===== config.mk =====
export PLATFORM = sky130hd
export DESIGN_NAME = fir_tap_sequencer
export DESIGN_NICKNAME = d
export VERILOG_FILES = /design/src/rtl/fir_pkg.sv /design/src/rtl/fir_delay_line.sv /design/src/rtl/fir_tap_sequencer.sv
export SDC_FILE = /design/constraint.sdc
export NUM_CORES = 1
export LEC_CHECK = 0
export BUFFER_PORTS_ARGS = -buffer_cell sky130_fd_sc_hd__buf_2
export CORE_ASPECT_RATIO = 1.25
export CORE_UTILIZATION = 38
export CTS_CLUSTER_SIZE = 24
export DETAILED_ROUTE_END_ITERATION = 8
export GPL_ROUTABILITY_DRIVEN = 0
export GPL_TIMING_DRIVEN = 0
export PLACE_DENSITY = 0.56
export RECOVER_POWER = 100
export SETUP_SLACK_MARGIN = 0.4
export SYNTH_ARGS = -nofsm -noshare
export SYNTH_HDL_FRONTEND = slang
export SYNTH_SLANG_ARGS = --single-unit

===== constraint.sdc =====
create_clock -name CLK -period 19.89 [get_ports CLK]
set_input_delay 4.9725 -clock CLK [delete_from_list [all_inputs] [get_ports CLK]]
set_output_delay 4.9725 -clock CLK [all_outputs]
set_load 0.01 [all_outputs]

===== src/rtl/fir_pkg.sv =====
// Shared constants and FSM encoding for the FIR tap sequencer.
// No logic here; the sequencer and its delay line import these defaults.
package fir_pkg;
  localparam int FIR_NUM_TAPS = 16;
  localparam int FIR_DATA_W   = 16;
  localparam int FIR_TAP_W    = $clog2(FIR_NUM_TAPS);

  typedef enum logic {
    ST_IDLE  = 1'b0,
    ST_BURST = 1'b1
  } state_t;
endpackage


===== src/rtl/fir_delay_line.sv =====
// Circular sample history: one write per accept, combinational read at rd_idx.
// Write lands on the clock edge; flush clears every entry and the pointer in one cycle.
module fir_delay_line
  import fir_pkg::*;
#(
  parameter int N = FIR_NUM_TAPS,
  parameter int W = FIR_DATA_W
) (
  input  logic                    CLK,
  input  logic                    ARST,
  input  logic                    flush,
  input  logic                    wr_en,
  input  logic signed [W-1:0]     wr_data,
  input  logic [$clog2(N)-1:0]    rd_idx,
  output logic signed [W-1:0]     rd_data,
  output logic [$clog2(N)-1:0]    wr_ptr
);
  localparam int AW = $clog2(N);

  logic signed [W-1:0] mem_q [N];
  logic signed [W-1:0] mem_d [N];
  logic [AW-1:0]       wr_ptr_q, wr_ptr_d;

  always_comb begin
    mem_d    = mem_q;
    wr_ptr_d = wr_ptr_q;
    if (flush) begin
      for (int i = 0; i < N; i++) mem_d[i] = '0;
      wr_ptr_d = '0;
    end else if (wr_en) begin
      mem_d[wr_ptr_q] = wr_data;
      // N is a power of two, so the pointer wraps naturally.
      wr_ptr_d = wr_ptr_q + AW'(1);
    end
  end

  always_ff @(posedge CLK or posedge ARST) begin
    if (ARST) begin
      for (int i = 0; i < N; i++) mem_q[i] <= '0;
      wr_ptr_q <= '0;
    end else begin
      mem_q    <= mem_d;
      wr_ptr_q <= wr_ptr_d;
    end
  end

  assign rd_data = mem_q[rd_idx];
  assign wr_ptr  = wr_ptr_q;
endmodule


===== src/rtl/fir_tap_sequencer.sv =====
// Turns each accepted sample into NUM_TAPS registered (x[n-k], h[k]) MAC operand cycles.
// Tap 0 appears the cycle after accept; in_ready stays low for the whole burst.
module fir_tap_sequencer
  import fir_pkg::*;
#(
  parameter int NUM_TAPS = FIR_NUM_TAPS,
  parameter int DATA_W   = FIR_DATA_W
) (
  input  logic                        CLK,
  input  logic                        ARST,
  input  logic                        in_valid,
  output logic                        in_ready,
  input  logic signed [DATA_W-1:0]    in_data,
  input  logic                        coef_we,
  input  logic [$clog2(NUM_TAPS)-1:0] coef_addr,
  input  logic signed [DATA_W-1:0]    coef_wdata,
  output logic                        coef_drop,
  input  logic                        flush,
  output logic                        mac_initialize,
  output logic                        mac_input_valid,
  output logic signed [DATA_W-1:0]    mac_in_data,
  output logic signed [DATA_W-1:0]    mac_coef,
  output logic                        busy
);
  localparam int            TW     = $clog2(NUM_TAPS);
  localparam logic [TW-1:0] LAST_K = TW'(NUM_TAPS - 1);

  state_t                     state_q, state_d;
  logic [TW-1:0]              k_q, k_d;
  logic signed [DATA_W-1:0]   coef_q [NUM_TAPS];
  logic signed [DATA_W-1:0]   coef_d [NUM_TAPS];
  logic                       mac_initialize_q, mac_initialize_d;
  logic                       mac_input_valid_q, mac_input_valid_d;
  logic signed [DATA_W-1:0]   mac_in_data_q, mac_in_data_d;
  logic signed [DATA_W-1:0]   mac_coef_q, mac_coef_d;
  logic                       coef_drop_q, coef_drop_d;

  logic                       accept;
  logic                       dl_flush;
  logic [TW-1:0]              k_nxt;
  logic [TW-1:0]              wr_ptr;
  logic [TW-1:0]              rd_idx;
  logic signed [DATA_W-1:0]   rd_data;

  assign in_ready = (state_q == ST_IDLE) && !flush;
  assign accept   = in_ready && in_valid;
  assign dl_flush = (state_q == ST_IDLE) && flush;
  assign k_nxt    = k_q + TW'(1);
  // wr_ptr already points past the newest sample once a burst is running.
  assign rd_idx   = wr_ptr - TW'(1) - k_nxt;

  fir_delay_line #(
    .N (NUM_TAPS),
    .W (DATA_W)
  ) u_delay_line (
    .CLK     (CLK),
    .ARST    (ARST),
    .flush   (dl_flush),
    .wr_en   (accept),
    .wr_data (in_data),
    .rd_idx  (rd_idx),
    .rd_data (rd_data),
    .wr_ptr  (wr_ptr)
  );

  always_comb begin
    state_d           = state_q;
    k_d               = k_q;
    coef_d            = coef_q;
    mac_initialize_d  = 1'b0;
    mac_input_valid_d = 1'b0;
    mac_in_data_d     = '0;
    mac_coef_d        = '0;
    coef_drop_d       = 1'b0;
    case (state_q)
      ST_IDLE: begin
        if (coef_we) coef_d[coef_addr] = coef_wdata;
        if (accept) begin
          // Tap 0 bypasses both arrays so a same-cycle sample and coefficient are used.
          state_d           = ST_BURST;
          k_d               = '0;
          mac_initialize_d  = 1'b1;
          mac_input_valid_d = 1'b1;
          mac_in_data_d     = in_data;
          mac_coef_d        = coef_d[0];
        end
      end
      ST_BURST: begin
        coef_drop_d = coef_we;
        if (k_q != LAST_K) begin
          k_d               = k_nxt;
          mac_input_valid_d = 1'b1;
          mac_in_data_d     = rd_data;
          mac_coef_d        = coef_q[k_nxt];
        end else begin
          state_d = ST_IDLE;
          k_d     = '0;
        end
      end
      default: state_d = ST_IDLE;
    endcase
  end

  always_ff @(posedge CLK or posedge ARST) begin
    if (ARST) begin
      state_q           <= ST_IDLE;
      k_q               <= '0;
      for (int i = 0; i < NUM_TAPS; i++) coef_q[i] <= '0;
      mac_initialize_q  <= 1'b0;
      mac_input_valid_q <= 1'b0;
      mac_in_data_q     <= '0;
      mac_coef_q        <= '0;
      coef_drop_q       <= 1'b0;
    end else begin
      state_q           <= state_d;
      k_q               <= k_d;
      coef_q            <= coef_d;
      mac_initialize_q  <= mac_initialize_d;
      mac_input_valid_q <= mac_input_valid_d;
      mac_in_data_q     <= mac_in_data_d;
      mac_coef_q        <= mac_coef_d;
      coef_drop_q       <= coef_drop_d;
    end
  end

  assign mac_initialize  = mac_initialize_q;
  assign mac_input_valid = mac_input_valid_q;
  assign mac_in_data     = mac_in_data_q;
  assign mac_coef        = mac_coef_q;
  assign coef_drop       = coef_drop_q;
  assign busy            = (state_q == ST_BURST);
endmodule


# Word level (Yosys, flattened, before mapping)
# Cells that the tools add are included.
classes:
  n_lt_le_gt_ge: 6
  mux: 31
  addsub: 4
  reduce_logical: 8
  n_eq_ne: 2
  bitwise_logic: 5
ops:
  columns: ["cell", "n"]
  rows:
  - ["256-bit two-way mux", 3]
  - ["256-bit bitwise mux", 2]
  - ["16-bit two-way mux", 10]
  - ["16-bit binary-select mux with 4-bit select", 2]
  - ["16-bit demux with 4-bit select", 2]
  - ["16-bit one-hot mux with 2 select lines", 2]
  - ["5-bit >= comparator, second input constant", 4]
  - ["4-bit inverter with 5-bit output", 4]
  - ["4-bit two-way mux", 4]
  - ["5-bit by 1-bit less-than comparator with 1-bit output, second input constant", 2]
  - ["4-bit by 1-bit adder with 4-bit output, second input constant", 2]
  - ["4-bit one-hot mux with 2 select lines", 1]
  - ["1-bit logical AND", 5]
  - ["1-bit two-way mux", 4]
  - ["4-bit != test, second input constant", 1]
  - ["4-bit by 1-bit subtractor with 4-bit output, second input constant", 1]
  - ["4-bit subtractor", 1]
  - ["2-bit != test, second input constant", 1]
  - ["1-bit one-hot mux with 2 select lines", 1]
  - ["2-bit AND reduction", 1]
  - ["2-bit nonzero test", 1]
  - ["1-bit logical NOT", 1]
  - ["1-bit inverter", 1]
word_totals:
  register_bits: 555
  inputBits: 41
  elab_cells: 95
  out_inout_bits: 37

# Depth between registers and ports, before layout
logic_depth:
  word_depth: 9
  ltp_mapped: 12
  ltp_nobuf: 9

# By module
# Synthesis repeated with hierarchy kept, for this count alone.
hier_totals:
  hier_cells: 2310
  area_unflattened_um2: 26275.2
by_module_without_submodules:
  columns: ["mod", "cells_per_inst", "area_each_um2", "instances", "seq_area_each_um2"]
  rows:
  - ["fir_tap_sequencer", 970, 13357.8, 1, 7382.1]
  - ["fir_delay_line", 1340, 12917.4, 1, 6506.2]

# Worst setup path after synthesis
# OpenSTA, ideal clock, no wires.
synth_timing:
  path_type: "input to output"
  from: "input flush"
  to: "output in_ready"
  arrival_ns: 5.159
  path_buffers: 0
  t_required_ns: 14.918
  setup_slack_ns: 9.758
  stages: 1
  cell_sequence: "nor2_1"
synth_between:
  elab_chain_len: 2
synth_rtl:
  columns: ["element", "line", "rtl"]
  rows:
  - ["start, declared", "fir_tap_sequencer.sv:18", "input logic flush,"]
  - ["1-bit logical NOT", "fir_tap_sequencer.sv:45", "assign in_ready = (state_q == ST_IDLE) && !flush;"]
  - ["1-bit logical AND", "fir_tap_sequencer.sv:45", null]
  - ["end, declared", "fir_tap_sequencer.sv:12", "output logic in_ready,"]
# Every way passes these cells.

==> results_tabular.tex <==
\begin{tabular}{lr}
\hline
Metric & Value \\
\hline
\multicolumn{2}{l}{\textbf{Setup path}} \\
\quad Slowest stage delay, CP & 1630 ps \\
\quad Kind of capture point of the worst setup path & async pin \\
\quad Cell Chain, Critical Path & buf\_2 > clkinvlp\_2 > clkbuf\_1 > clkbuf\_1 > clkbuf\_1 > clkbuf\_1 > clkbuf\_1 \\
\quad Max Fanout on Critical Path & between 40 and 50 \\
\quad Endpoint arrival time on the critical path & around 13,000 ps \\
\quad CP dominant cell by count & clkbuf\_1 \\
\quad Crit Path Class & input port to async pin \\
\quad Critical path launch point type & input port \\
\quad Worst Path Required & 20,160 ps \\
\quad Cell with the largest stage delay on the worst path & clkbuf\_1 \\
\multicolumn{2}{l}{\textbf{STA}} \\
\quad Worst slew slack as a fraction of its limit & -0.754 \\
\quad Final Slew Violations & 476 \\
\quad Pin slew with the least headroom to its limit & 2610 ps \\
\quad Min Tclk post-route & 12,680 ps \\
\quad Share of the clock period used by the worst path & 0.637 \\
\quad Number of hold violations in the final report & 0 \\
\quad Worst Clk Skew & 25.9 ps \\
\quad Worst hold slack & approximately 470 ps \\
\quad Number of endpoints failing setup at the final stage & 0 \\
\quad Achievable clock frequency & 0.0789 GHz \\
\quad Unrepaired setup endpoints after global routing & false \\
\quad Sum of negative setup slack & 0 ps \\
\multicolumn{2}{l}{\textbf{Drt}} \\
\quad Remaining number of nets flagged by the antenna check after routing & 0 \\
\quad 1st-iter DRT viols & 807 \\
\quad Routed WL & around 66 mm \\
\quad Drc violations & 0 \\
\quad Routed wire length per instance & 22.7 um \\
\quad Vias & 15,700 \\
\quad Via-per-instance ratio & 5.39 \\
\quad Initial DRT Pass Iterations & 5 \\
\multicolumn{2}{l}{\textbf{Final layout}} \\
\quad Final \#Nets & 2,070 \\
\quad Fill cell instance count of the final layout & about 6,000 \\
\quad Layout Area Growth over Synthesis & 12.1\% \\
\quad Utilization after layout & 0.432 \\
\quad Share of layout cells above drive strength 1 & 0.275 \\
\multicolumn{2}{l}{\textbf{Placed design}} \\
\quad Sum of net half-perimeters after detailed placement & 48.4 mm \\
\quad Number of buffer cells added on primary ports & 76 \\
\multicolumn{2}{l}{\textbf{CTS}} \\
\quad Clock-pin transition on the worst setup and hold timing paths & 60 ps \\
\quad Post-cts sizing count & 0 \\
\quad Cell at the root of the clock tree & clkbuf\_16 \\
\quad TritonCTS Buffers & 55 \\
\quad Number of hold-repair buffers added at the cts stage & 0 \\
\quad Setup fix buffers added after clock tree synthesis & 0 \\
\quad CTS tree & yes \\
\quad Clk\_lat worst skew & 610 ps \\
\quad H-tree depth & 2 \\
\quad Buffer depth of the longest clock path & 3 \\
\quad TritonCTS sink count & 555 \\
\multicolumn{2}{l}{\textbf{Yosys}} \\
\quad Top post-synthesis cells by count & dfrtp\_1 (555), nand2\_1 (293), mux2\_2 (269) \\
\quad Cell type with the highest aggregate area in the netlist & dfrtp\_1 \\
\quad Portion of synthesized cell area occupied by the leading cell type & 0.557 \\
\quad Sequential element share of the synthesized area & 0.557 \\
\quad Post-synthesis adder-cell area fraction & 0.00481 \\
\quad Synthesized instance count & 1,872 \\
\quad Dominant combinational cell family by area after synthesis & multiplexers \\
\quad Warning count from the yosys run & 0 \\
\quad Synthesized-area fraction occupied by xor and xnor cells & 0.00401 \\
\quad Cell with the most instances after synthesis & dfrtp\_1 \\
\quad Syn\_nets & 1,922 \\
\quad Most used DFF post-synth & dfrtp\_1 \\
\quad Yosys cell types & 38 \\
\quad Synthesized-area fraction occupied by ao, oa, aoi and oai cells & 0.0709 \\
\quad Post-Synthesis Mean Instance Area & about 13 sq um \\
\quad Post-Synthesis Cell Area & 0.0249 sq mm \\
\quad Simple-gate share of the synthesized area & 0.0556 \\
\quad Post-synthesis sequential element count & 555 \\
\quad Share of synthesized registers carrying an async set or reset & 1.00 \\
\quad Multiplexer share of the synthesized area & 0.278 \\
\quad Count of flip-flops with a built-in enable after synthesis & 0 \\
\quad Cell types with the largest area share after synthesis & dfrtp\_1 (56\%), mux2\_2 (12\%), mux4\_2 (12\%) \\
\multicolumn{2}{l}{\textbf{Status}} \\
\quad Violated checks & max-capacitance violations, max-slew violations \\
\quad Status & finished, violations left \\
\multicolumn{2}{l}{\textbf{Floorplan}} \\
\quad DIE AREA & 0.0667 sq mm \\
\quad Placement Rows & 104 \\
\quad DIE HEIGHT & between 200 and 300 um \\
\quad Core box area & approximately 0.065 sq mm \\
\quad Boundary Pins & 78 \\
\quad Die X & about 230 um \\
\quad Initial Util & 0.386 \\
\multicolumn{2}{l}{\textbf{Power}} \\
\quad Static leakage & 12.4 nW \\
\quad Worst VDD drop & 94.8 uV \\
\quad Power Dens Cells & 147 mW/mm\^{}2 \\
\multicolumn{2}{l}{\textbf{Global routing}} \\
\quad Antenna violations before repair & 1 \\
\quad Wire length of the first global-routing pass & 103 mm \\
\quad Pin count of the biggest net entering global routing & 45 \\
\quad Number of global-route vias before repair & 17,000 \\
\quad Tot GR Track Use & 0.204 \\
\quad Global-route congestion overflow total & 0 \\
\multicolumn{2}{l}{\textbf{Hold path}} \\
\quad Class of the worst hold path & flip-flop to flip-flop \\
\multicolumn{2}{l}{\textbf{Run}} \\
\quad Max cap viols & 15 \\
\hline
\end{tabular}
[registers in the layout, indices dropped and copies added (netlist names)]
register	count
coef_q	256
u_delay_line.mem_q	256
mac_coef	16
mac_in_data	16
k_q	4
u_delay_line.wr_ptr	4
coef_drop	1
mac_initialize	1
mac_input_valid	1
[critical path: cells and delay by family]
| family | cells | cell delay (ps) |
|---|---|---|
| buffers and inverters | 7 | 7910 |
[per-layer routing]
metal,routed length (um),global-route usage,part of all wire,vias up
met5,0,0,0,-
met4,1990,0.0725,0.030,0
met3,2450,0.0268,0.037,117
met2,34400,0.363,0.52,367
met1,27200,0.253,0.41,8173
li1,-,-,-,7018
[report_power, final]
| group | internal [mW] | total (mW) | leakage, nW | switching [mW] |
|---|---|---|---|---|
| sequential | 1.35 | 1.47 | 7.51 | 0.117 |
| clock | 0.589 | 1.04 | 0.882 | 0.452 |
| combinational | 0.715 | 1.58 | 4.00 | 0.869 |
[cells in the final DEF (no fill, tap or decap), types with 3 or more instances in the layout]
master,count
o22ai_1,16
nand3_1,20
mux2_1,20
a31oi_1,16
clkbuf_1,163
o21ai_0,276
inv_1,4
clkbuf_16,56
nor4_1,3
mux2_2,268
nor2_1,8
ha_1,8
mux2i_1,81
nand2_1,293
dfrtp_1,555
clkinv_2,12
xor2_1,3
nor2b_1,10
buf_1,6
clkbuf_8,13
mux4_2,128
buf_6,6
buf_2,56
buf_4,12
clkinvlp_4,3
[path summary, 6_finish.rpt]
| check | start | to | slack, ps | cells after the start |
|---|---|---|---|---|
| setup / recovery | ARST | u_delay_line.mem_q[154]$_DFFE_PP0P_ | 7210 | 7 |
| setup reg to reg | k_q[0]$_DFFE_PP0P_ | mac_in_data[6]$_DFF_PP0_ | 15260 | 12 |
| max in group CLK | flush | in_ready | 9470 | 3 |
| hold / removal | u_delay_line.mem_q[20]$_DFFE_PP0P_ | u_delay_line.mem_q[20]$_DFFE_PP0P_ | 470 | 2 |
| hold reg to reg | u_delay_line.mem_q[20]$_DFFE_PP0P_ | u_delay_line.mem_q[20]$_DFFE_PP0P_ | 470 | 2 |
| min in group asynchronous | ARST | coef_drop$_DFF_PP0_ | 4590 | 2 |
[final cells by class]
cell class              instances  area [sq um]  share of cell area
flip-flops and latches        555         13900               0.497
multi-input cells            1166         10100               0.362
clock buffers                  79          1620              0.0579
well taps                     848          1060              0.0380
plain buffers                 145           659              0.0236
repair buffers                 91           420              0.0150
clock inverters                19           168             0.00600
inverters                       6          23.8            0.000850
diodes                          1          2.50           0.0000895
[cell families after synthesis]
group / after synthesis
multiplexers: 497
XOR/XNOR: 7
buffers and inverters: 151
adder cells (fa/ha/maj): 9
AO/OA/AOI/OAI: 311
flip-flops: 555
AND/OR/NAND/NOR: 342
[per-stage QoR]
stage / setup slack (ps) / total power, mW / instances / instance area (sq um)
6_report: 7210 / 4.10 / 2910 / 28000
5_1_grt: 5500 / 4.30 / 2909 / 28000
4_1_cts: 9530 / 4.18 / 2909 / 28500
3_5_place_dp: 9530 / 3.13 / 2811 / 26700
3_3_place_gp: 4390 / 3.09 / 2796 / 26400
2_1_floorplan: 7360 / 2.62 / 1872 / 25000
Power figures use the tool's default switching activity.
